## src/rtl/alu_cmd_sequencer.sv

```systemverilog
// Buffered command front-end for the four-bit ALU: a DEPTH-entry command FIFO
// feeding a registered ALU stage, with valid/ready handshakes on both sides.
module alu_cmd_sequencer #(
  parameter int DEPTH = 4
) (
  input  logic                       clk,
  input  logic                       rst,
  input  logic                       in_valid,
  output logic                       in_ready,
  input  logic [2:0]                 in_opcode,
  input  logic [3:0]                 in_a,
  input  logic [3:0]                 in_b,
  input  logic                       in_chain,
  output logic                       out_valid,
  input  logic                       out_ready,
  output logic [3:0]                 out_result,
  output logic                       out_cout,
  output logic                       out_v,
  output logic                       out_zero,
  output logic [2:0]                 out_opcode,
  output logic [$clog2(DEPTH):0]     count
);

  localparam int AW = $clog2(DEPTH);
  localparam int CW = AW + 1;

  typedef struct packed {
    logic [2:0] opcode;
    logic [3:0] a;
    logic [3:0] b;
    logic       chain;
  } cmd_t;

  cmd_t          r_mem [DEPTH];
  logic [AW-1:0] r_wr_ptr;
  logic [AW-1:0] r_rd_ptr;
  logic [CW-1:0] r_count;
  logic [3:0]    r_acc;
  logic          r_out_valid;
  logic [3:0]    r_out_result;
  logic          r_out_cout;
  logic          r_out_v;
  logic          r_out_zero;
  logic [2:0]    r_out_opcode;

  logic          w_full;
  logic          w_empty;
  logic          w_push;
  logic          w_issue;
  cmd_t          w_head;
  cmd_t          w_in_cmd;
  logic [3:0]    w_alu_a;
  logic [3:0]    w_alu_result;
  logic          w_alu_cout;
  logic          w_alu_v;

  assign w_full   = (r_count == CW'(DEPTH));
  assign w_empty  = (r_count == '0);
  // A full FIFO refuses input even when a pop happens in the same cycle.
  assign in_ready = !w_full && !rst;
  assign w_push   = in_valid && in_ready;
  assign w_issue  = !w_empty && (!r_out_valid || out_ready);

  assign w_in_cmd = '{opcode: in_opcode, a: in_a, b: in_b, chain: in_chain};
  assign w_head   = r_mem[r_rd_ptr];
  assign w_alu_a  = w_head.chain ? r_acc : w_head.a;

  TOP_fourbit_ALU u_alu (
    .i_opcode (w_head.opcode),
    .i_a      (w_alu_a),
    .i_b      (w_head.b),
    .o_result (w_alu_result),
    .o_cout   (w_alu_cout),
    .o_v      (w_alu_v)
  );

  // NOTE: FIFO storage has no reset; stale entries are unreachable because the
  // pointers and count are reset, and leaving it out keeps it a plain RAM.
  always_ff @(posedge clk) begin
    if (w_push) r_mem[r_wr_ptr] <= w_in_cmd;
  end

  // Pointers wrap naturally because DEPTH is a power of two.
  always_ff @(posedge clk) begin
    if (rst) begin
      r_wr_ptr     <= '0;
      r_rd_ptr     <= '0;
      r_count      <= '0;
      r_acc        <= '0;
      r_out_valid  <= 1'b0;
      r_out_result <= '0;
      r_out_cout   <= 1'b0;
      r_out_v      <= 1'b0;
      r_out_zero   <= 1'b0;
      r_out_opcode <= '0;
    end else begin
      if (w_push) r_wr_ptr <= r_wr_ptr + AW'(1);

      if (w_issue) begin
        r_rd_ptr     <= r_rd_ptr + AW'(1);
        r_acc        <= w_alu_result;
        r_out_valid  <= 1'b1;
        r_out_result <= w_alu_result;
        r_out_cout   <= w_alu_cout;
        r_out_v      <= w_alu_v;
        r_out_zero   <= (w_alu_result == 4'd0);
        r_out_opcode <= w_head.opcode;
      end else if (r_out_valid && out_ready) begin
        r_out_valid  <= 1'b0;
      end

      case ({w_push, w_issue})
        2'b10:   r_count <= r_count + CW'(1);
        2'b01:   r_count <= r_count - CW'(1);
        default: r_count <= r_count;
      endcase
    end
  end

  assign out_valid  = r_out_valid;
  assign out_result = r_out_result;
  assign out_cout   = r_out_cout;
  assign out_v      = r_out_v;
  assign out_zero   = r_out_zero;
  assign out_opcode = r_out_opcode;
  assign count      = r_count;

endmodule

// Combinational four-bit ALU: add/sub with carry and signed overflow, bitwise
// ops and low-nibble multiply; reserved opcodes yield zero.
module TOP_fourbit_ALU (
  input  logic [2:0] i_opcode,
  input  logic [3:0] i_a,
  input  logic [3:0] i_b,
  output logic [3:0] o_result,
  output logic       o_cout,
  output logic       o_v
);

  localparam logic [2:0] OP_ADD = 3'b000;
  localparam logic [2:0] OP_SUB = 3'b001;
  localparam logic [2:0] OP_AND = 3'b010;
  localparam logic [2:0] OP_OR  = 3'b011;
  localparam logic [2:0] OP_XOR = 3'b100;
  localparam logic [2:0] OP_MUL = 3'b101;

  logic       w_is_sub;
  logic [3:0] w_b_eff;
  logic [4:0] w_sum;

  // Subtraction is a + ~b + 1, so cout is the raw carry (1 means no borrow).
  assign w_is_sub = (i_opcode == OP_SUB);
  assign w_b_eff  = w_is_sub ? ~i_b : i_b;
  assign w_sum    = {1'b0, i_a} + {1'b0, w_b_eff} + {4'd0, w_is_sub};

  // NOTE: every output gets a default first so no path through the case infers a latch.
  always_comb begin
    o_result = 4'd0;
    o_cout   = 1'b0;
    o_v      = 1'b0;
    case (i_opcode)
      OP_ADD, OP_SUB: begin
        o_result = w_sum[3:0];
        o_cout   = w_sum[4];
        o_v      = (i_a[3] == w_b_eff[3]) && (w_sum[3] != i_a[3]);
      end
      OP_AND:  o_result = i_a & i_b;
      OP_OR:   o_result = i_a | i_b;
      OP_XOR:  o_result = i_a ^ i_b;
      OP_MUL:  o_result = i_a * i_b;
      default: o_result = 4'd0;
    endcase
  end

endmodule

```

## config.mk

```make
export PLATFORM = sky130hd
export DESIGN_NAME = alu_cmd_sequencer
export DESIGN_NICKNAME = d
export VERILOG_FILES = /design/src/rtl/alu_cmd_sequencer.sv
export SDC_FILE = /design/constraint.sdc
export NUM_CORES = 1
export LEC_CHECK = 0
export CAP_MARGIN = 10
export CORE_ASPECT_RATIO = 1.5
export CORE_MARGIN = 10
export CORE_UTILIZATION = 54
export CTS_BUF_LIST = sky130_fd_sc_hd__clkbuf_8
export CTS_CLUSTER_DIAMETER = 120
export DETAILED_ROUTE_END_ITERATION = 8
export HOLD_SLACK_MARGIN = 0.1
export PLACE_DENSITY = 0.83
export SKIP_CTS_REPAIR_TIMING = 1
export SLEW_MARGIN = 10
export SYNTH_ARGS = -nofsm -noshare
export SYNTH_HDL_FRONTEND = slang
export SYNTH_SLANG_ARGS = --single-unit
```

## constraint.sdc

```tcl
create_clock -name clk -period 3.5 [get_ports clk]
set_input_delay 1.05 -clock clk [delete_from_list [all_inputs] [get_ports clk]]
set_output_delay 1.05 -clock clk [all_outputs]
set_load 0.1 [all_outputs]
```

==> metrics.cfg, run 1 <==
[run_status]
status=complete, no violations

[route]
drc=0
drtIter0Drc=69
avgRoutedWirePerCell_um=17.6
postRouteAntennaNets=0
vias_per_cell=5.56
wirelength_mm=6.45
firstDrtPassIters=4
vias=2041

[setup_path]
start_kind=flop
crit_family=adder cells
required_ns=3.73
cp_cell_sequence=mux4_2, mux2i_4, inv_1, ha_1, ha_1, ha_1, ha_1, xor2_1, xnor2_1, xnor2_1, xnor2_1, o31ai_4, o31a_1
worst_path_max_delay_cell=mux4_2
cp_max_fo=4
critPathKind=flop to flop
worstPathArrival_ns=3.57
path_buf_inv=1
crit_top_cell=ha_1
cp-end-kind=flop
max_stage_delay_ns=0.57

[timing]
tns_ns=0
drv_slew=0
worst_clock_skew_ns=0.00907
clock.fmax_mhz=299
rsz0062_at_grt=false
final_period_minus_worst_setup_slack_ns=3.34
hold_viol=0
finalSetupViolCount=0
whs_ns=0.456
relSlewSlack_pct=58.1
tightest_slew_ns=0.629
post-route-period-util_pct=95.6

[global_route]
grt_pass1_wl_mm=10.7
globalRouteTotalUtil_pct=13.9
overflow=0
grt_pass1_vias=2151
antenna_found_initial=0
grt_max_degree=21

[yosys]
yosysSeqAreaShare_pct=55.5
synth_area_um2=3320
synth_edf_count=48
syn_nets=284
ys.warnings.count=0
syn_inst=246
ys_types=48
ys.flop_type=edfxtp_1
avgSynthCellArea_um2=13.5
ys_ff_latch=68
async_reset_ff_share_pct=0

[job]
max_cap_viol_count=0

[finish]
layout_common_cells=edfxtp_1 (48), nor2_1 (26), buf_4 (25)
area_growth_pct=17.8
stdcell_count=367
final_util_pct=66.6
drive_gt1_share_pct=22.4
final_common_cell=edfxtp_1
num_antenna_cells=0
num-nets-final=328

[power]
power_frac_seq_pct=27.6
p_sw_w=0.00169
ir_drop_v=0.000433
sw_frac_of_total_pct=44.4
powerDensity_nw_per_um2=977
p_leak_nw=1.50
clkPwrFrac_pct=16.4
internal_power_w=0.00212
power_frac_comb_pct=56.0

[placed_design]
dp_hpwl_mm=4.93
globalplace.congestion=0.943
dpl.cell_count=351
io_buffers=30

[clock_network]
cts_tree=yes
htreeDepth=3
cts_root_buf=clkbuf_8
clkTransAtPathRegs_ns=0.07
cts_made_buffers=9
clk_latency_ns=0.34
clk_path_buf_depth=2
cts.sinks=68

[die]
io_pins=31
num_rows=34
start_util_pct=56.5
dieArea_um2=9750
chipWidth_um=84.0
coreArea_um2=5870
die_h_um=116

[min_path]
hp-class=flop to flop

[cell type report]
cell class,instances,area [um2]
fillers,448,1960
flip-flops and latches,68,1840
multi-input cells,150,1340
repair buffers,42,369
clock buffers,9,124
well taps,72,90.1
inverters,19,71.3
clock inverters,7,67.6
[flip-flops by register name (all words and copies together) (netlist names), named ones only]
signal	cells
r_mem	48
out_result	4
count	3
out_opcode	3
r_rd_ptr	2
r_wr_ptr	2
out_cout	1
out_v	1
out_valid	1
out_zero	1
[logic make-up after synthesis]
family          after synthesis  share of synthesized area, %
flops                        68                          55.5
simple gates                 62                          8.79
xor+xnor                     15                          4.41
fa+ha+maj                    22                          8.75
compound gates               31                          7.16
mux                          20                          10.5
buf+inv                      28                          4.86
[through the flow]
step / area (um2) / setup WS (ns) / power (W)
4_1_cts: 3900 / 0.0479 / 0.00384
3_3_place_gp: 3710 / 0.175 / 0.00317
5_1_grt: 3910 / 0.0102 / 0.00407
2_1_floorplan: 3350 / 0.0576 / 0.00275
6_report: 3910 / 0.155 / 0.00382
3_5_place_dp: 3710 / 0.0787 / 0.00321
[cell usage after synthesis (2+ instances only)]
| master | instances | area [um2] |
|---|---|---|
| fa_1 | 2 | 40.0 |
| buf_6 | 2 | 22.5 |
| mux2i_1 | 7 | 70.1 |
| and3_1 | 4 | 25.0 |
| o31ai_1 | 2 | 15.0 |
| dfxtp_1 | 20 | 400 |
| a21oi_1 | 10 | 50.1 |
| xnor2_1 | 9 | 78.8 |
| ha_1 | 20 | 250 |
| xor2_1 | 5 | 43.8 |
| clkbuf_8 | 4 | 55.1 |
| nor3_1 | 5 | 25.0 |
| inv_1 | 18 | 67.6 |
| o21ai_0 | 3 | 15.0 |
| mux4_2 | 10 | 225 |
| or3_1 | 2 | 12.5 |
| a211o_1 | 2 | 17.5 |
| nand2_1 | 15 | 56.3 |
| nor2b_1 | 4 | 25.0 |
| clkbuf_1 | 2 | 7.51 |
| nor2_1 | 26 | 97.6 |
| edfxtp_1 | 48 | 1440 |
[per-layer routing]
metal  track usage (%)  routed length [um]
met5                 0                   0
met4              7.05                 155
met3              3.58                 307
met2              25.5                3500
met1              14.3                2480
[path summary, 6_finish.rpt]
kind | startpoint | end | slack, ns | depth (start not counted)
worst max-delay path | flop | out_result[3]$_SDFFE_PP0P_ | 0.16 | 13
worst min-delay path | out_opcode[0]$_SDFFE_PP0P_ | out_opcode[0]$_SDFFE_PP0P_ | 0.46 | 2
worst max register to register | flop | out_result[3]$_SDFFE_PP0P_ | 0.16 | 13
worst min register to register | out_opcode[0]$_SDFFE_PP0P_ | out_opcode[0]$_SDFFE_PP0P_ | 0.46 | 2
[worst min-delay path, stage by stage (launching register included)]
cell and delay (ns):
dfxtp_1 0.31, nand2_1 0.05, a21oi_1 0.05
[power groups by stage]
stage	clock (W)	combinational [W]	sequential, W
2_1_floorplan	0	0.00128	0.00146
3_3_place_gp	0	0.00210	0.00106
3_5_place_dp	0	0.00214	0.00107
4_1_cts	0.000631	0.00215	0.00105
5_1_grt	0.000675	0.00233	0.00107
6_report	0.000626	0.00214	0.00106
Note: power is estimated with default switching activity, not from simulation.
==> inputs of run 2 (changes only) <==
--- a/config.mk
+++ b/config.mk
@@ -5,7 +5,6 @@
 export SDC_FILE = /design/constraint.sdc
 export NUM_CORES = 1
 export LEC_CHECK = 0
-export CAP_MARGIN = 10
 export CORE_ASPECT_RATIO = 1.5
 export CORE_MARGIN = 10
 export CORE_UTILIZATION = 54
@@ -13,7 +12,8 @@
 export CTS_CLUSTER_DIAMETER = 120
 export DETAILED_ROUTE_END_ITERATION = 8
 export HOLD_SLACK_MARGIN = 0.1
-export PLACE_DENSITY = 0.83
+export PLACE_DENSITY_LB_ADDON = 0.25
+export REMOVE_ABC_BUFFERS = 1
 export SKIP_CTS_REPAIR_TIMING = 1
 export SLEW_MARGIN = 10
 export SYNTH_ARGS = -nofsm -noshare
==> run 2 against run 1 <==
Register-to-register slack better by 0.07 ns. Wire length is 0.42% lower. Core utilization hardly changed. Via count is 1.5% higher. Critical path type unchanged.
==> metrics.cfg, run 2 (synthesized netlist as in run 1, its figures left out) <==
[job]
max_cap_viol_count=0  ; unchanged

[placed_design]
globalplace.congestion=0.933  ; was 0.943
dp_hpwl_mm=5.02  ; was 4.93 mm
dpl.cell_count=356  ; was 351
io_buffers=30  ; unchanged

[global_route]
overflow=0  ; unchanged
globalRouteTotalUtil_pct=13.7  ; was 13.9%
grt_pass1_wl_mm=10.6  ; was 10.7 mm
busiest_layer=met2  ; unchanged
grt_pass1_vias=2188  ; was 2151
use_met3_pct=3.79  ; was 3.58%
antenna_found_initial=0  ; unchanged
met1_usage_pct=13.2  ; was 14.3%
grt_max_degree=21  ; unchanged
use_met2_pct=25.7  ; was 25.5%

[power]
p_leak_nw=1.51  ; was 1.50 nW
ir_drop_v=0.000454  ; was 0.000433 V
powerDensity_nw_per_um2=977  ; about the same
p_total_w=0.00381  ; was 0.00382 W

[setup_path]
r2r_cells=13  ; unchanged
crit_top_cell=ha_1  ; unchanged
crit_cells=13  ; unchanged
crit_family=adder cells  ; unchanged
cp_max_fo=5  ; was 4
required_ns=3.73  ; about the same
path_buf_inv=1  ; unchanged
max_stage_delay_ns=0.52  ; was 0.57 ns
worstPathArrival_ns=3.51  ; was 3.57 ns
cp-end-kind=flop  ; unchanged
cp_cell_sequence=mux4_2, mux2i_1, inv_1, ha_1, ha_1, ha_1, ha_1, xor2_1, xnor2_1, xnor2_1, xnor2_1, o31ai_4, o31a_1  ; was mux4_2, mux2i_4, inv_1, ha_1, ha_1, ha_1, ha_1, xor2_1, xnor2_1, xnor2_1, xnor2_1, o31ai_4, o31a_1
rrSetupSlack_ns=0.23  ; was 0.16 ns
start_kind=flop  ; unchanged
critPathKind=flop to flop  ; unchanged
r2r-end=out_result[3]$_SDFFE_PP0P_  ; unchanged
worst_path_max_delay_cell=mux4_2  ; unchanged

[timing]
final_period_minus_worst_setup_slack_ns=3.27  ; was 3.34 ns
hold_viol=0  ; unchanged
drv_slew=0  ; unchanged
tns_ns=0  ; unchanged
worst_clock_skew_ns=0.00814  ; was 0.00907 ns
finalSetupViolCount=0  ; unchanged
tightest_slew_ns=0.638  ; was 0.629 ns
whs_ns=0.452  ; was 0.456 ns
relSlewSlack_pct=57.5  ; was 58.1%
clock.fmax_mhz=306  ; was 299 MHz
rsz0062_at_grt=false  ; unchanged
post-route-period-util_pct=93.5  ; was 95.6%

[route]
firstDrtPassIters=4  ; unchanged
vias=2071  ; was 2041
postRouteAntennaNets=0  ; unchanged
avgRoutedWirePerCell_um=17.3  ; was 17.6 um
drtIter0Drc=70  ; was 69
wirelength_mm=6.42  ; was 6.45 mm
vias_per_cell=5.57  ; was 5.56
drc=0  ; unchanged

[clock_network]
clk_latency_ns=0.34  ; about the same
cts_made_buffers=9  ; unchanged
cts_root_buf=clkbuf_8  ; unchanged
clkTransAtPathRegs_ns=0.08  ; was 0.07 ns
cts_tree=yes  ; unchanged
cts.sinks=68  ; unchanged
htreeDepth=3  ; unchanged
clk_path_buf_depth=2  ; unchanged

[finish]
final_common_cell=edfxtp_1  ; unchanged
regMostFlops=r_mem  ; unchanged
drive_gt1_share_pct=23.0  ; was 22.4%
layout_common_cells=edfxtp_1 (48), buf_4 (30), nor2_1 (26)  ; was edfxtp_1 (48), nor2_1 (26), buf_4 (25)
num_antenna_cells=0  ; unchanged
area_growth_pct=17.7  ; was 17.8%
num-fill-cells=457  ; was 448
num-nets-final=333  ; was 328
largest_reg_flops=48  ; unchanged
stdcell_count=372  ; was 367

[min_path]
holdPathStages=2  ; unchanged
hp-class=flop to flop  ; unchanged
min_to=out_cout$_SDFFE_PP0P_  ; was out_opcode[0]$_SDFFE_PP0P_
worstHoldStart=out_cout$_SDFFE_PP0P_  ; was out_opcode[0]$_SDFFE_PP0P_

[die]
start_util_pct=56.5  ; unchanged
dieArea_um2=9750  ; unchanged
io_pins=31  ; unchanged
num_rows=34  ; unchanged
coreArea_um2=5870  ; unchanged
chipWidth_um=84.0  ; unchanged
die_h_um=116  ; unchanged

[run_status]
status=complete, no violations  ; unchanged

run 2: stage by stage:
stage,utilization (%),area [um2],worst slack (ns)
global placement,63.4,3720,0.191
CTS,66.4,3900,0.0923
finish,66.5,3910,0.227
detailed placement,63.4,3720,0.104
floorplan,-,3230,-0.943
global route,66.5,3910,0.0285
run 2: power breakdown:
| group | switching, W | internal [W] |
|---|---|---|
| logic | 0.00134 | 0.000857 |
| clock network | 0.000305 | 0.000259 |
| registers | 0.0000814 | 0.000974 |
run 2: worst max path at each step:
stage / endpoint / startpoint / slack (ns)
detailed placement: out_zero$_SDFFE_PP0P_ / flop / 0.10
finish: out_result[3]$_SDFFE_PP0P_ / flop / 0.23
global route: out_zero$_SDFFE_PP0P_ / flop / 0.03
global placement: out_result[3]$_SDFFE_PP0P_ / flop / 0.19
floorplan: count[2]$_SDFFE_PP0P_ / count[0]$_SDFFE_PP0P_ / -0.94
CTS: out_zero$_SDFFE_PP0P_ / flop / 0.09
run 2: layout make-up:
cell class / instances / area (um2) / share of cell area [%]
well taps: 72 / 90.1 / 2.31
inverters: 19 / 71.3 / 1.83
repair buffers: 47 / 407 / 10.4
clock buffers: 9 / 124 / 3.17
clock inverters: 7 / 52.6 / 1.35
flip-flops and latches: 68 / 1850 / 47.3
multi-input cells: 150 / 1320 / 33.7
run 2: per-layer routing:
metal	up-vias	routed length [um]
met1	1008	2470
met3	17	232
met2	47	3510
li1	999	-
met4	0	207
met5	-	0
run 2: tightest hold or removal path, delay by kind of cell, from the launching register on:
family | cells | cell delay, ns
flops | 1 | 0.31
compound gates | 1 | 0.05
simple gates | 1 | 0.05
==> inputs of run 3 (changes only) <==
--- a/config.mk
+++ b/config.mk
@@ -7,10 +7,11 @@
 export LEC_CHECK = 0
 export CORE_ASPECT_RATIO = 1.5
 export CORE_MARGIN = 10
-export CORE_UTILIZATION = 54
+export CORE_UTILIZATION = 55
 export CTS_BUF_LIST = sky130_fd_sc_hd__clkbuf_8
 export CTS_CLUSTER_DIAMETER = 120
 export DETAILED_ROUTE_END_ITERATION = 8
+export DONT_BUFFER_PORTS = 1
 export HOLD_SLACK_MARGIN = 0.1
 export PLACE_DENSITY_LB_ADDON = 0.25
 export REMOVE_ABC_BUFFERS = 1
==> run 3 against run 2 <==
Die area decreased by 1.4%. Non-clock buffer count shrank 24. Worst hold slack gained 0.092 ns. Highest routed layer unchanged. Sequential share of layout area is 2.7 points higher. Final cell count fell by 6.5%. Maximum frequency down 0.53%. Critical path depth is the same. Wire length shrank 4.8%. Count of clock-buffer cells in the layout is the same. Worst setup slack lost 0.017 ns. Core utilization shrank 3.2 points.
==> metrics.cfg, run 3 (synthesized netlist as in run 1, its figures left out) <==
[timing]
rsz0062_at_grt=false  ; unchanged
finalSetupViolCount=0  ; unchanged
hold_viol=0  ; unchanged
final_period_minus_worst_setup_slack_ns=3.29  ; was 3.27 ns
tns_ns=0  ; unchanged
post-route-period-util_pct=94.0  ; was 93.5%
worst_clock_skew_ns=0.00849  ; was 0.00814 ns
relSlewSlack_pct=34.3  ; was 57.5%
clock.fmax_mhz=304  ; was 306 MHz
drv_slew=0  ; unchanged
tightest_slew_ns=0.984  ; was 0.638 ns

[setup_path]
crit_family=multiplexers  ; was adder cells
cp_cell_sequence=buf_4, mux4_4, nor3b_4, xnor2_1, inv_1, fa_1, nor2b_2, o32a_1, nor2_1, a311oi_1, buf_4, nand3_1, o31ai_1  ; was mux4_2, mux2i_1, inv_1, ha_1, ha_1, ha_1, ha_1, xor2_1, xnor2_1, xnor2_1, xnor2_1, o31ai_4, o31a_1
worstPathArrival_ns=3.54  ; was 3.51 ns
worst_path_max_delay_cell=mux4_4  ; was mux4_2
start_kind=flop  ; unchanged
rrSetupSlack_ns=0.21  ; was 0.23 ns
crit_top_cell=buf_4  ; was ha_1
critPathKind=flop to flop  ; unchanged
cp-end-kind=flop  ; unchanged
required_ns=3.75  ; was 3.73 ns
path_buf_inv=3  ; was 1
cp_max_fo=5  ; unchanged
max_stage_delay_ns=0.67  ; was 0.52 ns

[finish]
stdcell_count=348  ; was 372
final_common_cell=edfxtp_1  ; unchanged
num-nets-final=309  ; was 333
regMostFlops=r_mem  ; unchanged
num_antenna_cells=0  ; unchanged
area_growth_pct=11.3  ; was 17.7%
num-fill-cells=434  ; was 457
largest_reg_flops=48  ; unchanged
drive_gt1_share_pct=22.1  ; was 23.0%
layout_common_cells=edfxtp_1 (48), nor2_1 (26), buf_4 (23)  ; was edfxtp_1 (48), buf_4 (30), nor2_1 (26)

[route]
drtIter0Drc=109  ; was 70
vias_per_cell=5.54  ; was 5.57
avgRoutedWirePerCell_um=17.6  ; was 17.3 um
drc=0  ; unchanged
postRouteAntennaNets=0  ; unchanged
vias=1927  ; was 2071
wirelength_mm=6.11  ; was 6.42 mm
firstDrtPassIters=4  ; unchanged

[die]
die_h_um=115  ; was 116 um
chipWidth_um=83.4  ; was 84.0 um
coreArea_um2=5830  ; was 5870 um2
num_rows=34  ; unchanged
start_util_pct=56.9  ; was 56.5%
dieArea_um2=9600  ; was 9750 um2
io_pins=31  ; unchanged

[clock_network]
clk_latency_ns=0.33  ; was 0.34 ns
htreeDepth=3  ; unchanged
cts_made_buffers=9  ; unchanged
cts.sinks=68  ; unchanged
cts_root_buf=clkbuf_8  ; unchanged
cts_tree=yes  ; unchanged
clk_path_buf_depth=2  ; unchanged
clkTransAtPathRegs_ns=0.07  ; was 0.08 ns

[min_path]
hp-class=flop to flop  ; unchanged

[placed_design]
dp_hpwl_mm=4.69  ; was 5.02 mm
dpl.cell_count=331  ; was 356
io_buffers=0  ; was 30
globalplace.congestion=0.898  ; was 0.933

[global_route]
globalRouteTotalUtil_pct=13.1  ; was 13.7%
overflow=0  ; unchanged
antenna_found_initial=0  ; unchanged
met1_usage_pct=13.4  ; was 13.2%
grt_pass1_vias=2026  ; was 2188
grt_max_degree=22  ; was 21
use_met2_pct=24.3  ; was 25.7%
busiest_layer=met2  ; unchanged
use_met3_pct=4.32  ; was 3.79%
grt_pass1_wl_mm=10.1  ; was 10.6 mm

[job]
max_cap_viol_count=0  ; unchanged

[run_status]
status=complete, no violations  ; unchanged

## run 3: cell count changes in the layout (fill, tap and decap cells not counted), sizes merged
| cell | change |
|---|---|
| buf | -9 |
| bufinv | +1 |
| clkdlybuf4s50 | -15 |
| clkinv | +2 |
| clkinvlp | -3 |
## run 3: final timing paths
kind / from / end / cells after the start
setup reg to reg: flop / out_zero$_SDFFE_PP0P_ / 13
setup / recovery: flop / out_zero$_SDFFE_PP0P_ / 13
hold / removal: r_rd_ptr[1]$_SDFFE_PP0P_ / flop / 2
hold reg to reg: r_rd_ptr[1]$_SDFFE_PP0P_ / flop / 2
## run 3: through the flow
| step | hold WS [ns] | cell area [um2] | util, % | setup slack [ns] |
|---|---|---|---|---|
| after detailed placement | 0.526 | 3490 | 59.9 | 0.0385 |
| final | 0.544 | 3690 | 63.4 | 0.209 |
| after global placement | 0.507 | 3490 | 59.9 | 0.148 |
| after CTS | 0.538 | 3670 | 63.0 | 0.0217 |
| after floorplan | 0.485 | 3230 | - | -0.943 |
| after global routing | 0.583 | 3690 | 63.4 | 0.00516 |
## run 3: layout make-up
cell class	count	area [um2]	share of cell area, %
Sequential cell	68	1850	50.0
Multi-Input combinational cell	150	1330	36.0
Timing Repair Buffer	23	173	4.68
Clock buffer	9	124	3.35
Tap cell	72	90.1	2.44
Inverter	19	71.3	1.93
Clock inverter	7	58.8	1.59
## run 3: tightest hold or removal path: cells and delay by family, from the launching register on
| kind | cells | cell delay, ns |
|---|---|---|
| DFF | 1 | 0.32 |
| and+or+nand+nor | 1 | 0.11 |
| xor gates and xnor gates | 1 | 0.07 |
## run 3: routing by layer
| layer | vias to the layer above | wire length (um) |
|---|---|---|
| li1 | 941 | - |
| met1 | 929 | 2350 |
| met4 | 0 | 112 |
| met3 | 9 | 367 |
| met2 | 48 | 3280 |
| met5 | - | 0 |
Power of run 3 is not shown: default switching activity piles up to over one toggle a cycle in this logic, so the estimate is an artifact.
